===== src/rtl/rf_write_arbiter.sv =====
// rtl/rf_write_arbiter.sv - three-requester round-robin arbiter onto one register-file write port
module rf_write_arbiter #(
  parameter int WORD_LENGTH = 16,
  parameter int ID_LENGTH   = 3
) (
  input  logic                     clk,
  input  logic                     rst,
  input  logic [2:0]               req_valid,
  output logic [2:0]               req_ready,
  input  logic [3*ID_LENGTH-1:0]   req_id,
  input  logic [3*WORD_LENGTH-1:0] req_data,
  input  logic                     stall,
  output logic                     wr_en,
  output logic [ID_LENGTH-1:0]     wr_reg,
  output logic [WORD_LENGTH-1:0]   wr_data,
  output logic [7:0]               drop_count
);

  // One-entry holding buffer per requester
  logic [2:0]             buf_valid_q;
  logic [ID_LENGTH-1:0]   buf_id_q   [3];
  logic [WORD_LENGTH-1:0] buf_data_q [3];

  logic [1:0]             ptr_q, ptr_d;
  logic                   wr_en_q, wr_en_d;
  logic [ID_LENGTH-1:0]   wr_reg_q, wr_reg_d;
  logic [WORD_LENGTH-1:0] wr_data_q, wr_data_d;
  logic [7:0]             drop_q, drop_d;

  logic                   gnt_vld;
  logic [1:0]             gnt_idx;
  logic [2:0]             gnt_oh;
  logic [1:0]             ord1, ord2;
  logic [2:0]             accept;
  logic [ID_LENGTH-1:0]   gnt_id;
  logic [WORD_LENGTH-1:0] gnt_data;

  // Search order starting at the pointer, wrapping modulo 3
  assign ord1 = (ptr_q == 2'd2) ? 2'd0 : ptr_q + 2'd1;
  assign ord2 = (ptr_q == 2'd0) ? 2'd2 : ptr_q - 2'd1;

  // Round-robin grant from buffer valid bits; stall suppresses any grant
  always_comb begin
    gnt_vld = 1'b0;
    gnt_idx = ptr_q;
    if (!stall) begin
      if (buf_valid_q[ptr_q]) begin
        gnt_vld = 1'b1;
        gnt_idx = ptr_q;
      end else if (buf_valid_q[ord1]) begin
        gnt_vld = 1'b1;
        gnt_idx = ord1;
      end else if (buf_valid_q[ord2]) begin
        gnt_vld = 1'b1;
        gnt_idx = ord2;
      end
    end
  end

  assign gnt_oh   = gnt_vld ? (3'b001 << gnt_idx) : 3'b000;
  assign gnt_id   = buf_id_q[gnt_idx];
  assign gnt_data = buf_data_q[gnt_idx];

  // A buffer can take a new entry when empty or when it drains this cycle;
  // ready is held low throughout reset so nothing is taken in then
  assign req_ready = rst ? 3'b000 : (~buf_valid_q | gnt_oh);
  assign accept    = req_valid & req_ready;

  // Next state of the write port, pointer and drop counter
  always_comb begin
    ptr_d     = ptr_q;
    wr_en_d   = 1'b0;
    wr_reg_d  = wr_reg_q;
    wr_data_d = wr_data_q;
    drop_d    = drop_q;
    if (gnt_vld) begin
      ptr_d = (gnt_idx == 2'd2) ? 2'd0 : gnt_idx + 2'd1;
      if (gnt_id != '0) begin
        wr_en_d   = 1'b1;
        wr_reg_d  = gnt_id;
        wr_data_d = gnt_data;
      end else if (drop_q != 8'hFF) begin
        drop_d = drop_q + 8'd1;
      end
    end
  end

  // Holding buffers: a load wins over a drain so grant+accept keeps the new entry
  always_ff @(posedge clk or posedge rst) begin
    if (rst) begin
      buf_valid_q <= 3'b000;
      for (int i = 0; i < 3; i++) begin
        buf_id_q[i]   <= '0;
        buf_data_q[i] <= '0;
      end
    end else begin
      for (int i = 0; i < 3; i++) begin
        if (accept[i]) begin
          buf_valid_q[i] <= 1'b1;
          buf_id_q[i]    <= req_id[i*ID_LENGTH +: ID_LENGTH];
          buf_data_q[i]  <= req_data[i*WORD_LENGTH +: WORD_LENGTH];
        end else if (gnt_oh[i]) begin
          buf_valid_q[i] <= 1'b0;
        end
      end
    end
  end

  // Registered write port, pointer and drop counter
  always_ff @(posedge clk or posedge rst) begin
    if (rst) begin
      ptr_q     <= 2'd0;
      wr_en_q   <= 1'b0;
      wr_reg_q  <= '0;
      wr_data_q <= '0;
      drop_q    <= 8'd0;
    end else begin
      ptr_q     <= ptr_d;
      wr_en_q   <= wr_en_d;
      wr_reg_q  <= wr_reg_d;
      wr_data_q <= wr_data_d;
      drop_q    <= drop_d;
    end
  end

  assign wr_en      = wr_en_q;
  assign wr_reg     = wr_reg_q;
  assign wr_data    = wr_data_q;
  assign drop_count = drop_q;

endmodule


===== config.mk =====
export PLATFORM = sky130hd
export DESIGN_NAME = rf_write_arbiter
export DESIGN_NICKNAME = d
export VERILOG_FILES = /design/src/rtl/rf_write_arbiter.sv
export SDC_FILE = /design/constraint.sdc
export NUM_CORES = 1
export LEC_CHECK = 0
export CELL_PAD_IN_SITES_DETAIL_PLACEMENT = 1
export CELL_PAD_IN_SITES_GLOBAL_PLACEMENT = 1
export CORE_MARGIN = 1.5
export CORE_UTILIZATION = 43
export CTS_CLUSTER_SIZE = 28
export DETAILED_ROUTE_END_ITERATION = 7
export PLACE_DENSITY = 0.95
export SYNTH_ARGS = -nofsm -noshare
export SYNTH_HDL_FRONTEND = slang
export SYNTH_SLANG_ARGS = --single-unit

===== constraint.sdc =====
create_clock -name clk -period 5.7 [get_ports clk]
set_clock_uncertainty 0.15 [all_clocks]
set_input_delay 0.57 -clock clk [delete_from_list [all_inputs] [get_ports clk]]
set_output_delay 0.57 -clock clk [all_outputs]
set_load 0.01 [all_outputs]

==> results of run 1 <==
through the flow:
stage          instances  instance area [µm²]  hold WS (ns)  setup slack [ns]
3_3_place_gp         530                 5200        0.3175             1.594
5_1_grt              546                 5381        0.3710            0.9211
3_5_place_dp         530                 5200        0.3254             1.321
4_1_cts              546                 5381        0.3455             1.234
2_1_floorplan        320                 4169        0.3074             1.994
6_report             546                 5381        0.3424             1.249
final timing paths:
| check | cells past startpoint | startpoint | to | slack [ns] |
|---|---|---|---|---|
| min in group asynchronous | 3 | rst | wr_data[0]$_DFFE_PP0P_ | 0.85 |
| worst max-delay path | 10 | ptr_q[1]$_DFFE_PP0P_ | req_ready[1] | 1.25 |
| worst min-delay path | 1 | buf_data_q[4]$_DFFE_PP0P_ | buf_data_q[4]$_DFFE_PP0P_ | 0.34 |
| max in group asynchronous | 3 | rst | buf_data_q[43]$_DFFE_PP0P_ | 3.80 |
| worst max register to register | 11 | ptr_q[1]$_DFFE_PP0P_ | wr_data[11]$_DFFE_PP0P_ | 1.37 |
| worst min register to register | 1 | buf_data_q[4]$_DFFE_PP0P_ | buf_data_q[4]$_DFFE_PP0P_ | 0.34 |
cell usage in the layout (no fill, tap or decap), types with 2 or more instances in the layout:
| cell | count |
|---|---|
| a31oi_1 | 2 |
| a21oi_1 | 4 |
| mux2_2 | 42 |
| nand4_1 | 7 |
| clkbuf_8 | 11 |
| nor2b_1 | 2 |
| clkinv_2 | 3 |
| nand3_1 | 2 |
| dfrtp_1 | 90 |
| ha_1 | 4 |
| xnor2_1 | 6 |
| and3b_1 | 2 |
| and3_1 | 7 |
| or3_1 | 2 |
| a21oi_4 | 2 |
| mux2i_1 | 21 |
| a21o_1 | 2 |
| mux2_1 | 23 |
| and2_1 | 4 |
| nand2_1 | 24 |
| nor2_1 | 6 |
| clkdlybuf4s50_1 | 93 |
| buf_4 | 2 |
| o21ai_0 | 26 |
| inv_1 | 3 |
| mux2_4 | 10 |
power breakdown:
part / internal (W) / leakage [nW] / switching, W
Clock: 0.000182 / 0.0924 / 0.000221
Combinational: 0.000790 / 1.15 / 0.000774
Sequential: 0.000956 / 1.08 / 0.000223
Total: 0.00193 / 2.32 / 0.00122
cell type report:
type	count	area share, %
clock buffer	12	2.883
clock inverter	4	0.4883
inverter	4	0.3023
multi-input combinational	212	33.90
sequential	90	41.85
tap	129	2.999
timing repair buffer	95	17.58
cell families after synthesis:
group,after synthesis
flip-flops,90
multiplexers,96
buffers and inverters,18
adder cells (fa/ha/maj),4
AND/OR/NAND/NOR,59
XOR/XNOR,7
AO/OA/AOI/OAI,46
worst register-to-register path, stage by stage (launching register included):
cell       delay (ns)
dfrtp_1          0.43
inv_1            0.17
ha_1             0.24
nor2b_1          0.23
o21ai_0          0.16
a32oi_1          0.26
a32o_2           0.74
and2_1           0.44
o2bb2ai_2        0.20
a211oi_4         0.13
a21oi_4          0.63
mux2_2           0.45
layer usage:
layer  part of all wire (%)  vias to the layer above  routed length (µm)  track usage [%]
li1                       -                     1323                   -                -
met1                     42                     1460                4601            28.62
met2                     52                       71                5770            40.47
met3                    3.0                       23                 335            4.210
met4                    2.8                        0                 313            9.188
met5                      0                        -                   0                0
==> impl_metrics.toml, run 1 <==
[synth]
post_synth_fa_ha_maj_area_fraction_pct = 1.200
post_synth_and_or_nand_nor_area_fraction_pct = 7.263
post_synth.cell_area_avg_um2 = 13.03
post_synth_mux_area_share_pct = 26.20
synthesis.nets = 387
netlist-cell-type-count = 41
postSynthRegisterBits = 90
synth_edf_count = 0
total_standard_cell_area_after_synthesis_um2 = 4169
synth-main-ff-cell = "dfrtp_1"
ys_warn_count = 0
yosys.area.top_type = "dfrtp_1"
synth.area.top_cells = "dfrtp_1, mux2_2, mux2_1"
synth_top_family_by_area = "multiplexers"
netlist_instances = 320
synth_compound_area_share_pct = 7.623
synthArstFlopShare_pct = 100.0
yosysSeqAreaShare_pct = 54.02
synth_common_cells = "dfrtp_1, mux2_2, o21ai_0"
synth-xor-area-share_pct = 1.471
most_instantiated_library_cell_after_synthesis = "dfrtp_1"
netlist.area_leader.share_pct = 54.02

[pwr]
peakVddDrop_mv = 0.2484
total_power_w = 0.003147
leakagePower_nw = 2.325
cellPowerDensity_nw_per_um2 = 584.7

[final_layout]
layout_cell_share_with_drive_strength_beyond_1_pct = 18.71
filler_cell_count = 948
utilization_pct = 57.69
final-seq-area_um2 = 2252
synthToLayoutAreaGrowth_pct = 29.08
nNetsFinal = 479
top_register = "buf_data_q"
largest_reg_flops = 48
multiInputGateArea_um2 = 1824
antennaDiodeCount = 0

[clock_network]
cts.hold.buffers_added = 0
numCtsBuffers = 9
tritoncts = "built"
cts_setup_buffers = 0
path_clk_slew_ns = 0.09
clock_sinks = 90
clk-insertion-delay-late_ns = 0.36
number_of_resized_instances_in_the_post_cts_repair_step = 0
htree_num_levels = 3
cts_root_buffer = "clkbuf_8"
cts-root-to-sink-buffers = 2

[route]
drt-initial-drc-count = 88
route.antenna.remaining_nets = 0
routed_wirelength_um = 11020
pre_repair_dr_iteration_count = 4
routed-via-count = 2877
detail_route.drc_violations = 0
drt-vias-per-instance = 5.269
route.detailed.wl_per_inst_um = 20.18

[setup_path]
worstPathArrival_ns = 3.73
worstSetupPathType = "flip-flop to output pin"
cp_slowest_cell = "a32o_1"
worstPathRequired_ns = 4.98
worst_path_largest_cell_delay_ns = 0.78
endpoint_kind_of_the_worst_setup_timing_path = "output pin"
crit_fanout = 24
cells_along_the_critical_path = "inv_1, ha_1, mux2i_1, o21ai_2, o211ai_1, a32o_1, nand2b_1, o21ai_0, and2_1, clkdlybuf4s50_1"
setup.worst_path.start_class = "flip-flop"
path_delay_family = "compound AO/OA/AOI/OAI gates"
critical_path.n_buffers_inverters = 2

[global_route]
grt_pass1_vias = 3319
wire_length_of_the_first_global_routing_pass_um = 17780
grt_antenna_before_repair = 0
grtUsageTotal_pct = 23.21
grt_remaining_overflow = 0
largest_net_degree_at_the_start_of_global_routing = 91

[placed_design]
globalplace.congestion = 0.7805
place.port_buffers = 93
hpwlAfterDp_um = 8040

[die]
design.die.area_um2 = 10300
core_area_um2 = 9328
fp-row-count = 35
num_ports = 94
dieHeight_um = 101.5
starting_density_pct = 44.69
chipWidth_um = 101.5

[outcome]
status = "finished, final reports clean"

[timing]
fmax_mhz = 224.7
period_minus_slack_ns = 4.451
max-slew-margin-rel_pct = 23.77
worst-slew-pin-transition_ns = 1.144
rsz0062_at_grt = "no"
finalHoldViolations = 0
final_cycle_utilization_of_the_critical_path_pct = 78.08
finalSetupViolCount = 0
timing_max_transition_violations_final = 0
timing.setup.tns_ns = 0

[min_path]
worst_hold_path_type = "flip-flop to flip-flop"

[run]
max_cap_violations = 0
(Power assumes the default switching activity.)
==> run 2, diff against run 1 <==
- CORE_UTILIZATION: 43 -> 40
- PLACE_DENSITY: 0.95 -> 0.91
- clock period: 5.7 -> 4.48 ns (I/O delays scaled with it)
==> impl_metrics.toml, run 2 (synthesis gave the netlist of run 1 again) <==
[outcome]
status = "finished, final reports clean"

[final_layout]
top_register = "buf_data_q"
utilization_pct = 53.87
layout_cell_share_with_drive_strength_beyond_1_pct = 21.48
nNetsFinal = 495
layout_common_cells = "clkdlybuf4s50_1, dfrtp_1, mux2_2"
largest_reg_flops = 48
antennaDiodeCount = 0
synthToLayoutAreaGrowth_pct = 32.20
fin_cells = 569
most_common_library_cell_in_the_layout_ignoring_fill_and_taps = "clkdlybuf4s50_1"
fin_area_um2 = 5512

[setup_path]
cells_along_the_critical_path = "inv_1, ha_1, and2_1, o21ai_0, nand4_1, a32o_4, buf_4, or3_1, a21oi_1, clkdlybuf4s50_1"
cp_slowest_cell = "clkdlybuf4s50_1"
setup.worst_path.start_class = "flip-flop"
critical_path.n_buffers_inverters = 3
crit_fanout = 14
path_delay_family = "buffers and inverters"
worstSetupPathType = "flip-flop to output pin"
worstPathRequired_ns = 3.88
worst_path_largest_cell_delay_ns = 0.57
ff2ff_setup_slack_ns = 0.24
worstPathArrival_ns = 3.82
endpoint_kind_of_the_worst_setup_timing_path = "output pin"

[pwr]
cellPowerDensity_nw_per_um2 = 744.0
peakVddDrop_mv = 0.2979
leakagePower_nw = 2.398

[die]
chipWidth_um = 105.1
dieHeight_um = 105.1
starting_density_pct = 40.75
num_ports = 94
core_area_um2 = 10230
fp-row-count = 37
design.die.area_um2 = 11040

[route]
pre_repair_dr_iteration_count = 4
route.antenna.remaining_nets = 0
routed_wirelength_um = 11370
drt-initial-drc-count = 77
drt-vias-per-instance = 5.341
route.detailed.wl_per_inst_um = 19.99
routed-via-count = 3039
detail_route.drc_violations = 0

[timing]
max-slew-margin-rel_pct = 30.91
period_minus_slack_ns = 4.419
layout_setup_ws_ns = 0.06114
timing_max_transition_violations_final = 0
finalSetupViolCount = 0
final_cycle_utilization_of_the_critical_path_pct = 98.64
worst-slew-pin-transition_ns = 1.034
finalHoldWorstSlack_ns = 0.3473
finalHoldViolations = 0
fmax_mhz = 226.3

[global_route]
grt_remaining_overflow = 0
largest_net_degree_at_the_start_of_global_routing = 51
grtUsageTotal_pct = 21.40
grt_pass1_vias = 3317
grt_antenna_before_repair = 0
wire_length_of_the_first_global_routing_pass_um = 17960

[run]
max_cap_violations = 0

[clock_network]
path_clk_slew_ns = 0.09
clk-insertion-delay-late_ns = 0.36
clock_sinks = 90
numCtsBuffers = 9
cts_root_buffer = "clkbuf_8"
cts.hold.buffers_added = 0
cts-root-to-sink-buffers = 2
tritoncts = "built"
htree_num_levels = 3

[placed_design]
globalplace.congestion = 0.8867
hpwlAfterDp_um = 7693
detailed_place.area_um2 = 5246
placement.setup.worst_slack_ns = 0.2009
place_inst = 542
place.port_buffers = 93

[min_path]
worst_hold_path_type = "flip-flop to flip-flop"
run 2: changes by cell type in the layout (fill, tap and decap cells not counted), sizes merged:
cell      previous run  this run
clkinv               4         5
clkinvlp             1         0
buf                  2        18
run 2: repair_timing:
action	CTS	global route
endpoints found under the setup margin	0	17
gates resized for setup	0	2
buffers inserted	0	11
hold endpoints to repair	0	0
run 2: stage by stage:
step | power, W | TNS [ns]
after floorplan | 0.002791 | 0
after global placement | 0.003334 | 0
after detailed placement | 0.003482 | 0
after CTS | 0.004022 | 0
after global routing | 0.004353 | -0.03213
final | 0.004101 | 0
run 2: layer usage:
metal	wire (µm)	part of all wire [%]	global-route usage, %
met1	4843	43	26.67
met2	5754	51	36.32
met3	403	3.5	3.057
met4	373	3.3	10.57
met5	0	0	0
run 2: cell type report:
| cell class | count | area (µm²) |
|---|---|---|
| Timing Repair Buffer | 111 | 1066 |
| Sequential cell | 90 | 2252 |
| Multi-Input combinational cell | 212 | 1834 |
| Tap cell | 136 | 170.2 |
| Clock buffer | 12 | 145.1 |
| Fill cell | 1076 | 4720 |
| Clock inverter | 4 | 27.53 |
| Inverter | 4 | 16.27 |
run 2: path summary, 6_finish.rpt:
path | cells after the start | end | startpoint
setup / recovery | 10 | req_ready[2] | ptr_q[1]$_DFFE_PP0P_
min in group asynchronous | 3 | drop_count[6]$_DFFE_PP0P_ | rst
max in group asynchronous | 4 | buf_data_q[35]$_DFFE_PP0P_ | rst
setup reg to reg | 11 | wr_data[9]$_DFFE_PP0P_ | ptr_q[1]$_DFFE_PP0P_
hold reg to reg | 1 | buf_data_q[41]$_DFFE_PP0P_ | buf_data_q[41]$_DFFE_PP0P_
hold / removal | 1 | buf_data_q[41]$_DFFE_PP0P_ | buf_data_q[41]$_DFFE_PP0P_
run 2: power by group:
group / switching, W / internal (W) / leakage (nW)
clock: 0.000287 / 0.000218 / 0.0903
sequential: 0.000280 / 0.00122 / 1.08
combinational: 0.00101 / 0.00109 / 1.22
total: 0.00158 / 0.00252 / 2.40
==> run 3, diff against run 2 <==
- PLACE_DENSITY: 0.91 -> default
- PLACE_DENSITY_LB_ADDON: default -> 0.1
==> impl_metrics.toml, run 3 (synthesis gave the netlist of run 1 again) <==
[die]
design.die.area_um2 = 11040
num_ports = 94
starting_density_pct = 40.75
fp-row-count = 37
dieHeight_um = 105.1
core_area_um2 = 10230
chipWidth_um = 105.1

[pwr]
peakVddDrop_mv = 0.2792
cellPowerDensity_nw_per_um2 = 737.5
total_power_w = 0.004047
leakagePower_nw = 2.364

[clock_network]
path_clk_slew_ns = 0.10
cts_root_buffer = "clkbuf_8"
cts.hold.buffers_added = 0
numCtsBuffers = 9
clk-insertion-delay-late_ns = 0.36
clock_sinks = 90
cts-root-to-sink-buffers = 2
tritoncts = "built"
htree_num_levels = 3

[route]
route.detailed.wl_per_inst_um = 17.80
drt-vias-per-instance = 5.111
routed_wirelength_um = 9988
routed-via-count = 2867
pre_repair_dr_iteration_count = 4
detail_route.drc_violations = 0
drt-initial-drc-count = 72
route.antenna.remaining_nets = 0

[setup_path]
worstPathRequired_ns = 3.88
critical_path.n_buffers_inverters = 3
endpoint_kind_of_the_worst_setup_timing_path = "output pin"
worstPathArrival_ns = 3.65
cells_along_the_critical_path = "inv_1, ha_1, and2_1, o21ai_0, a32oi_1, a32o_4, buf_4, or3_1, a21oi_1, clkdlybuf4s50_1"
setup.worst_path.start_class = "flip-flop"
path_delay_family = "compound AO/OA/AOI/OAI gates"
worst_path_largest_cell_delay_ns = 0.56
cp_slowest_cell = "clkdlybuf4s50_1"
worstSetupPathType = "flip-flop to output pin"
crit_fanout = 13

[timing]
timing.setup.tns_ns = 0
timing_max_transition_violations_final = 0
period_minus_slack_ns = 4.247
finalHoldViolations = 0
finalSetupViolCount = 0
fmax_mhz = 235.5
layout_setup_ws_ns = 0.2331
worst-slew-pin-transition_ns = 0.8248
final_cycle_utilization_of_the_critical_path_pct = 94.80
rsz0062_at_grt = "no"
max-slew-margin-rel_pct = 45.01

[placed_design]
hpwlAfterDp_um = 7124
placement.setup.worst_slack_ns = 0.5819
globalplace.congestion = 0.8450
place.port_buffers = 93
place_inst = 545

[final_layout]
synthToLayoutAreaGrowth_pct = 31.60
layout_cell_share_with_drive_strength_beyond_1_pct = 20.47
antennaDiodeCount = 0
layout_common_cells = "clkdlybuf4s50_1, dfrtp_1, mux2_2"
utilization_pct = 53.63
most_common_library_cell_in_the_layout_ignoring_fill_and_taps = "clkdlybuf4s50_1"
multiInputGateArea_um2 = 1834
largest_reg_flops = 48
filler_cell_count = 1070
top_register = "buf_data_q"
fin_cells = 561
final-seq-area_um2 = 2252
nNetsFinal = 487

[global_route]
grtUsageTotal_pct = 19.36
grt_pass1_vias = 3193
largest_net_degree_at_the_start_of_global_routing = 65
grt_remaining_overflow = 0
wire_length_of_the_first_global_routing_pass_um = 16450
grt_antenna_before_repair = 0

[run]
max_cap_violations = 0

[outcome]
status = "finished, final reports clean"

[min_path]
worst_hold_path_type = "primary input to asynchronous set/reset pin"
run 3: cell count changes in the layout (fill, tap and decap cells not counted), moves of 2 or more:
cell / previous run / this run
clkinv_2: 3 / 1
clkinvlp_4: 0 / 3
clkinv_4: 2 / 0
buf_4: 18 / 9
run 3: report_power, final:
part	switching (W)	internal, W
Sequential	0.000269	0.00122
Combinational	0.000932	0.00107
Clock	0.000296	0.000259
Total	0.00150	0.00255
run 3: layout make-up:
class,instances,share of cell area (%)
Multi-Input combinational cell,212,33.43
Clock inverter,6,1.209
Tap cell,136,3.101
Sequential cell,90,41.05
Timing Repair Buffer,103,18.56
Clock buffer,10,2.326
Inverter,4,0.3193
run 3: what timing repair did:
item / 4_1_cts / 5_1_grt
setup endpoints to repair: 0 / 1
gates resized for setup: 0 / 3
buffers inserted: 0 / 0
run 3: per-stage QoR:
step | area, µm² | hold WS, ns
2_1_floorplan | 4169 | 0.3074
6_report | 5487 | 0.3106
4_1_cts | 5477 | 0.3095
3_3_place_gp | 5283 | 0.3222
5_1_grt | 5487 | 0.3463
3_5_place_dp | 5283 | 0.3304
run 3: layer usage:
metal | global-route usage, % | vias to the layer above | wire length, µm | part of all wire [%]
met2 | 34.08 | 56 | 5105 | 51
met1 | 23.75 | 1451 | 4371 | 44
li1 | - | 1347 | - | -
met5 | 0 | - | 0 | 0
met4 | 6.849 | 0 | 165 | 1.7
met3 | 3.369 | 13 | 345 | 3.5
run 3: final timing paths:
| path | from | endpoint | slack [ns] | depth (start not counted) |
|---|---|---|---|---|
| min in group clk | buf_data_q[3]$_DFFE_PP0P_ | buf_data_q[3]$_DFFE_PP0P_ | 0.34 | 1 |
| setup / recovery | ptr_q[0]$_DFFE_PP0P_ | req_ready[2] | 0.23 | 10 |
| hold reg to reg | buf_data_q[3]$_DFFE_PP0P_ | buf_data_q[3]$_DFFE_PP0P_ | 0.34 | 1 |
| max in group asynchronous | rst | wr_data[11]$_DFFE_PP0P_ | 2.72 | 3 |
| hold / removal | rst | wr_data[3]$_DFFE_PP0P_ | 0.31 | 2 |
| setup reg to reg | ptr_q[0]$_DFFE_PP0P_ | buf_data_q[11]$_DFFE_PP0P_ | 0.63 | 12 |
